[src/rtl/ring_osc_ctrl.sv]
// Ring oscillator sequencing (park/init/run) and gated rising-edge counter.
// Optional macro ROC_STUCK_DET_EN adds the STUCK dead-oscillator flag.
module ring_osc_ctrl #(
  parameter int CNT_W  = 16,
  parameter int GATE_W = 12,
  parameter int SETTLE = 4
) (
  input  logic              CLK,
  input  logic              RST_N,
  input  logic              START,
  input  logic [GATE_W-1:0] GATE_LEN,
  input  logic              RO_IN,
  output logic              RO_A1,
  output logic              RO_A2,
  output logic              BUSY,
  output logic              DONE,
  output logic [CNT_W-1:0]  COUNT,
  output logic              OVF
`ifdef ROC_STUCK_DET_EN
  ,
  output logic              STUCK
`endif
);

  localparam int SW = $clog2(SETTLE + 1);
  localparam int TW = (GATE_W > SW) ? GATE_W : SW;

  typedef enum logic [2:0] {
    S_IDLE,
    S_INIT,
    S_RUN,
    S_STOP,
    S_DONE
  } state_t;

  state_t            r_state;
  state_t            w_nxt;
  logic [TW-1:0]     r_tmr;
  logic [TW-1:0]     w_tmr_nxt;
  logic [GATE_W-1:0] r_gate;
  logic              r_s1, r_s2, r_s3;
  logic              w_strobe;
  logic              w_accept;
  logic              w_a1, w_a2, w_busy, w_done;

  assign w_strobe = r_s2 & ~r_s3;
  assign w_accept = (r_state == S_IDLE) && START;

  always_comb begin
    w_nxt     = r_state;
    w_tmr_nxt = r_tmr;
    case (r_state)
      S_IDLE: if (START) w_nxt = S_INIT;
      S_INIT: if (r_tmr == '0) w_nxt = S_RUN;
      S_RUN:  if (r_tmr == '0) w_nxt = S_STOP;
      S_STOP: if (r_tmr == '0) w_nxt = S_DONE;
      S_DONE: w_nxt = S_IDLE;
      default: w_nxt = S_IDLE;
    endcase
    // Timer holds "cycles remaining minus one" for the state being entered.
    if (w_nxt != r_state) begin
      case (w_nxt)
        S_INIT:  w_tmr_nxt = TW'(SETTLE - 1);
        S_RUN:   w_tmr_nxt = TW'(r_gate) - TW'(1);
        S_STOP:  w_tmr_nxt = TW'(1);
        default: w_tmr_nxt = '0;
      endcase
    end else if (r_tmr != '0) begin
      w_tmr_nxt = r_tmr - TW'(1);
    end
  end

  always_comb begin
    w_a1   = (w_nxt == S_INIT) || (w_nxt == S_RUN);
    w_a2   = (w_nxt == S_RUN);
    w_busy = (w_nxt == S_INIT) || (w_nxt == S_RUN) || (w_nxt == S_STOP);
    w_done = (w_nxt == S_DONE);
  end

  always_ff @(posedge CLK or negedge RST_N) begin
    if (!RST_N) begin
      r_state <= S_IDLE;
      r_tmr   <= '0;
      r_gate  <= '0;
      RO_A1   <= 1'b0;
      RO_A2   <= 1'b0;
      BUSY    <= 1'b0;
      DONE    <= 1'b0;
    end else begin
      r_state <= w_nxt;
      r_tmr   <= w_tmr_nxt;
      RO_A1   <= w_a1;
      RO_A2   <= w_a2;
      BUSY    <= w_busy;
      DONE    <= w_done;
      if (w_accept) r_gate <= (GATE_LEN == '0) ? GATE_W'(1) : GATE_LEN;
    end
  end

  always_ff @(posedge CLK or negedge RST_N) begin
    if (!RST_N) begin
      r_s1 <= 1'b0;
      r_s2 <= 1'b0;
      r_s3 <= 1'b0;
    end else begin
      r_s1 <= RO_IN;
      r_s2 <= r_s1;
      r_s3 <= r_s2;
    end
  end

  always_ff @(posedge CLK or negedge RST_N) begin
    if (!RST_N) begin
      COUNT <= '0;
      OVF   <= 1'b0;
    end else if (w_accept) begin
      COUNT <= '0;
      OVF   <= 1'b0;
    end else if ((r_state == S_RUN) && w_strobe) begin
      if (COUNT == '1) OVF <= 1'b1;
      else             COUNT <= COUNT + CNT_W'(1);
    end
  end

`ifdef ROC_STUCK_DET_EN
  // COUNT is frozen through STOP, so testing it on STOP exit equals RUN exit.
  always_ff @(posedge CLK or negedge RST_N) begin
    if (!RST_N) begin
      STUCK <= 1'b0;
    end else if (w_accept) begin
      STUCK <= 1'b0;
    end else if ((r_state == S_STOP) && (w_nxt == S_DONE)) begin
      STUCK <= (COUNT == '0);
    end
  end
`endif

endmodule

[config.mk]
export PLATFORM = sky130hd
export DESIGN_NAME = ring_osc_ctrl
export DESIGN_NICKNAME = d
export VERILOG_FILES = /design/src/rtl/ring_osc_ctrl.sv
export SDC_FILE = /design/constraint.sdc
export NUM_CORES = 1
export LEC_CHECK = 0
export CORE_ASPECT_RATIO = 0.75
export CORE_MARGIN = 4
export CORE_UTILIZATION = 59
export DETAILED_ROUTE_END_ITERATION = 12
export MAX_ROUTING_LAYER = met4
export PLACE_DENSITY = 0.85
export SETUP_SLACK_MARGIN = 0.3
export SYNTH_ARGS = -nofsm -noshare
export SYNTH_HDL_FRONTEND = slang
export SYNTH_SLANG_ARGS = --single-unit
[constraint.sdc]
create_clock -name CLK -period 4.65 [get_ports CLK]
set_input_delay 0.93 -clock CLK [delete_from_list [all_inputs] [get_ports CLK]]
set_output_delay 0.93 -clock CLK [all_outputs]
set_load 0.005 [all_outputs]
# After elaboration in Yosys (flattened, before gate mapping)
# Cells that the tools add are included.
[totals] output_inout_bits=21 reg_bits=51 in_bits=16
[op_classes] mux=15 n_eq_ne=10 n_bitwise=2 n_reduce_logical=13 addsub=3
[ops] operator="2-to-1 mux 16 bit" count=3
[ops] operator="2-to-1 mux 12 bit" count=3
[ops] operator="one-hot mux 12 bit (3 select lines)" count=1
[ops] operator="logical NOT 12 bit" count=2
[ops] operator="subtractor 12 x 1 -> 12 bit, second input constant" count=2
[ops] operator="adder 16 x 1 -> 16 bit, second input constant" count=1
[ops] operator="== test 16 bit, second input constant" count=1
[ops] operator="== test 3 x 2 -> 1 bit, second input constant" count=4
[ops] operator="2-to-1 mux 3 bit" count=4
[ops] operator="one-hot mux 3 bit (4 select lines)" count=1
[ops] operator="nonzero test 12 bit" count=1
[ops] operator="== test 3 x 1 -> 1 bit, second input constant" count=2
[ops] operator="nonzero test 2 bit" count=3
[ops] operator="AND reduction 2 bit" count=2
[ops] operator="== test 3 bit, second input constant" count=1
[ops] operator="logical NOT 3 bit" count=1
[ops] operator="2-to-1 mux 1 bit" count=3
[ops] operator="inequality test 3 bit" count=1
[ops] operator="logical AND 1 bit" count=2
[ops] operator="logical OR 1 bit" count=2
[ops] operator="inequality test 2 bit, second input constant" count=1
[ops] operator="AND 1 bit" count=1
[ops] operator="NOT 1 bit" count=1

# Depth between registers and ports, before layout
[depth] depth_word=6 mapped_depth=8

# Least setup slack after synthesis
# Ideal clock, no wire load.
[synth_timing] path_kind="input to register" start="in START" end="reg COUNT[0]" setup_ns=0.132 arrival_ns=2.316 stages=4 path_slack_ns=2.202 required_ns=4.518 n_path_buf=2 path_cell_list="clkbuf_1 nor4b_1 clkbuf_1 nor2_1"
[synth_between] elab_chain_cells=3 word_cells_on_any_way=5 classes_between="eq/ne: 1; mux: 1; reduce/logical: 3"
[synth_lines] item="start, declared" line="10" text="input logic START,"
[synth_lines] item="logical AND 1 bit (*)" line="47" text="assign w_accept = (r_state == S_IDLE) && START;"
[synth_lines] item="inequality test 2 bit (no line) / nonzero test 2 bit (equally long branches)"
[synth_lines] item="AND reduction 2 bit (no line)"
[synth_lines] item="end signal, assigned" line="121" text="else COUNT <= COUNT + CNT_W'(1);"
[synth_lines] item="end, declared" line="17" text="output logic [CNT_W-1:0] COUNT,"
# Every way passes the cells marked *; elsewhere a longest branch is shown, timed or not.
# A chain may end at the register's enable or synchronous reset.

# Worst setup path after layout
[layout_timing] start="reg r_tmr[4]" end="reg r_tmr[5]"
[layout_between] elab_chain_cells=6 word_cells_on_any_way=15 classes_between="add/sub: 1; eq/ne: 4; mux: 7; reduce/logical: 3"
[layout_lines] item="start, declared" line="38" text="logic [TW-1:0] r_tmr;"
[layout_lines] item="start signal, assigned" line="91" text="r_tmr <= w_tmr_nxt;"
[layout_lines] item="logical NOT 12 bit" line="54, 55, 56"
[layout_lines] item="2-to-1 mux 3 bit (on tied branches)" line="56, 54, 55"
[layout_lines] item="one-hot mux 3 bit (4 select lines)" line="52" text="case (r_state)"
[layout_lines] item="== test 3 x 2 -> 1 bit / == test 3 x 1 -> 1 bit (equally long branches)" line="62" text="case (w_nxt)"
[layout_lines] item="one-hot mux 12 bit (3 select lines)" line="62"
[layout_lines] item="2-to-1 mux 12 bit" line="61" text="if (w_nxt != r_state) begin"
# Several ways; a longest one is shown, not always the timed one. The select of a mux whose other input is x is not followed.

==> key figures <==
Run status
  – Status: finished, final reports clean

Synth
  – Synth Area per Inst: 9.22 sq um
  – Post-Synthesis Cells: 287
  – Synth Net Count: 306
  – Dominant cell type by area after synthesis: dfrtp_1
  – Async SR Flop Fraction: 1.00
  – Most common cell in the netlist: dfrtp_1
  – Synth warn: 0
  – Synth top area cells: dfrtp_1, nand2_1, xnor2_1
  – Distinct cells, synth: 39
  – Top post-synthesis cells by count: dfrtp_1, nand2_1, nor2_1, xnor2_1, xor2_1
  – Number of synthesized flops with an enable pin: 0
  – Seq cells post-synth: 51
  – Post-synthesis sequential area ratio: 0.482
  – Share of the synthesized area in the top cell type: 0.482
  – Ys flop type: dfrtp_1
  – Area of the mapped netlist: 2650 sq um

Placement
  – Placed instance count: 370
  – Post-DP HPWL: 3980 um
  – Pre-CTS setup slack: roughly 1.8 ns
  – GPL Wtd Cong: 0.931
  – DP Area: 3050 sq um
  – Port Buf Inserts: 36

Power
  – Clock power share: 0.406
  – Lkg Pwr: 1.28 nW
  – Net Sw Power: 196 uW
  – Switch share: 0.218
  – Pwr dens: 283 nW/um^2
  – Part of the power in combinational logic: 0.072
  – Worst vdd ir: between 0.0003 and 0.0004 V
  – Sequential Power Share: 0.523
  – Final Power: 901 uW
  – Pint: 705 uW

Hold path
  – Hold crit path type: reg -> reg

STA
  – Period utilization: 0.649
  – Clock skew: 0.00594 ns
  – Final Setup Violations: 0
  – Setup TNS: 0 ns
  – Slew @ Worst Pin: 1.24 ns
  – Fmax: 331 MHz
  – Final WS setup: roughly 1.6 ns
  – Max_slew headroom: 0.164
  – Min cycle time layout: 3.02 ns
  – RSZ-0062 raised after global routing: false
  – Hold slack: 0.365 ns
  – Hold Vio Cnt, Final: 0
  – Slew Viols, Final: 0

Detailed routing
  – Drt drc: 0
  – Initial DRC count: between 150 and 200
  – First-pass detailed-route iteration total: 5
  – WL final: 5710 um
  – Vias per cell: 5.92
  – Via count: 2,238
  – Post-route ant nets: 0
  – DR WL/cell: 15.1 um

Clock tree
  – Setup bufs post-CTS: 0
  – Clk sink count: just over 50
  – Clk buf depth: 2
  – CTS tree: done
  – CTS-repair resized insts: 0
  – CTS H-tree lvls: 2
  – Worst-Skew Late Latency: 0.31 ns
  – Clock transition at path regs: approximately 0.09 ns
  – Total CTS buffers: 5
  – CTS Root Cell: clkbuf_8
  – CTS hold repair buffers: 0

GRT
  – Initial antenna violation count: 0
  – Largest net degree at the start of global routing: between 50 and 60
  – GR Overflow Total: 0
  – First-pass GRT wire length: 9750 um
  – Vias in the first global route: 2,006
  – Total GRT Usage: 0.228

Finish
  – Layout Cells excl Fill: approximately 380
  – N_diodes: 0
  – Fin area: 3190 sq um
  – Final Util: 0.763
  – Layout cells sized above 1: 0.0495
  – Final Net Count: roughly 340
  – Syn-to-layout area delta: 20.5%

Setup path
  – Data required time of the critical path: 4.82 ns
  – Critical path peak fanout: 11
  – CP startpoint kind: register
  – Critical Path Sink Type: register
  – Crit Path Category: reg -> reg
  – Crit-path max cell delay: 1.06 ns
  – Arrival @ worst endpoint: 3.18 ns
  – Slowest stage cell, crit path: o21ai_0
  – Critical Path, Cell by Cell: nor4_1 -> nand3_1 -> o21ai_0 -> o22a_1 -> nor2_1

Floorplanning
  – Die Y: 66.0 um
  – DIE AREA: 5630 sq um
  – Initial Util: 0.633
  – Core area: 4180 sq um
  – IO Pins: 37
  – Die X: ~85 um
  – Rows: 20

Flow run
  – Max_cap viols: 0
==> metal layers <==
layer / track usage / part of all wire / up-vias
met4: 0.0751 / 0.012 / 0
met2: 0.312 / 0.43 / 81
met3: 0.0448 / 0.065 / 6
met5: - / 0 / -
li1: - / - / 1087
met1: 0.340 / 0.49 / 1064
==> sequential cells by signal (all words and copies together), names as in the netlist, 3 cells and up <==
signal and cells:
COUNT 16, r_gate 12, r_tmr 12, r_state 3
==> area by class of cell <==
cell class | instances | area, sq um
multi-input cells | 218 | 1310
flip-flops and latches | 51 | 1280
fillers | 305 | 991
repair buffers | 38 | 370
clock buffers | 5 | 68.8
well taps | 55 | 68.8
clock inverters | 3 | 67.6
inverters | 8 | 30.0
==> layout by cell type (no fill, tap or decap), types with 2 or more instances in the layout <==
cell type and n:
nand2_1 49, or3_1 4, nor4_1 11, nor2_1 31
nand4b_1 3, a211oi_1 4, o22a_1 8, nand3b_1 3
xnor2_1 15, o21ai_0 6, xor2_1 12, buf_4 2
o211ai_1 2, nor3_1 11, a311oi_1 3, clkbuf_8 5
bufinv_16 2, and3_1 4, or4_1 5, nand2b_1 4
inv_1 7, dfrtp_1 51, nor4b_2 2, a21oi_1 11
mux2i_1 4, ha_1 3, nand4_1 2, clkdlybuf4s50_1 35
nand3_1 10
==> worst paths after layout <==
kind | startpoint | endpoint | slack [ns] | cells past startpoint
worst max register to register | r_tmr[4] | r_tmr[5] | 1.63 | 5
max in group asynchronous | RST_N | r_gate[8] | 3.50 | 2
worst min register to register | r_s1 | r_s2 | 0.37 | 0
worst max-delay path | r_tmr[4] | r_tmr[5] | 1.63 | 5
min in group asynchronous | RST_N | COUNT[0] | 0.72 | 2
worst min-delay path | r_s1 | r_s2 | 0.37 | 0
==> power groups by stage <==
stage	Combinational (mW)	Clock [mW]	Sequential, mW
6_report	0.0645	0.366	0.471
5_1_grt	0.0727	0.392	0.473
4_1_cts	0.0656	0.370	0.471
3_5_place_dp	0.0652	0	0.479
3_3_place_gp	0.0634	0	0.479
2_1_floorplan	0.0241	0	0.476
==> critical path: cells and delay by family, from the launching register on <==
family,cells,cell delay [ns]
AOI/OAI and AO/OA,2,1.36
DFF,1,0.43
and+or+nand+nor,3,1.09
==> cell families after synthesis <==
group / Yosys count / share of synthesized area
AO/OA/AOI/OAI: 40 / 0.105
XOR/XNOR: 27 / 0.0894
adder cells (fa/ha/maj): 3 / 0.0142
buffers and inverters: 18 / 0.0260
flip-flops: 51 / 0.482
multiplexers: 4 / 0.0151
AND/OR/NAND/NOR: 144 / 0.267
Note: power is estimated with default switching activity, not from simulation.
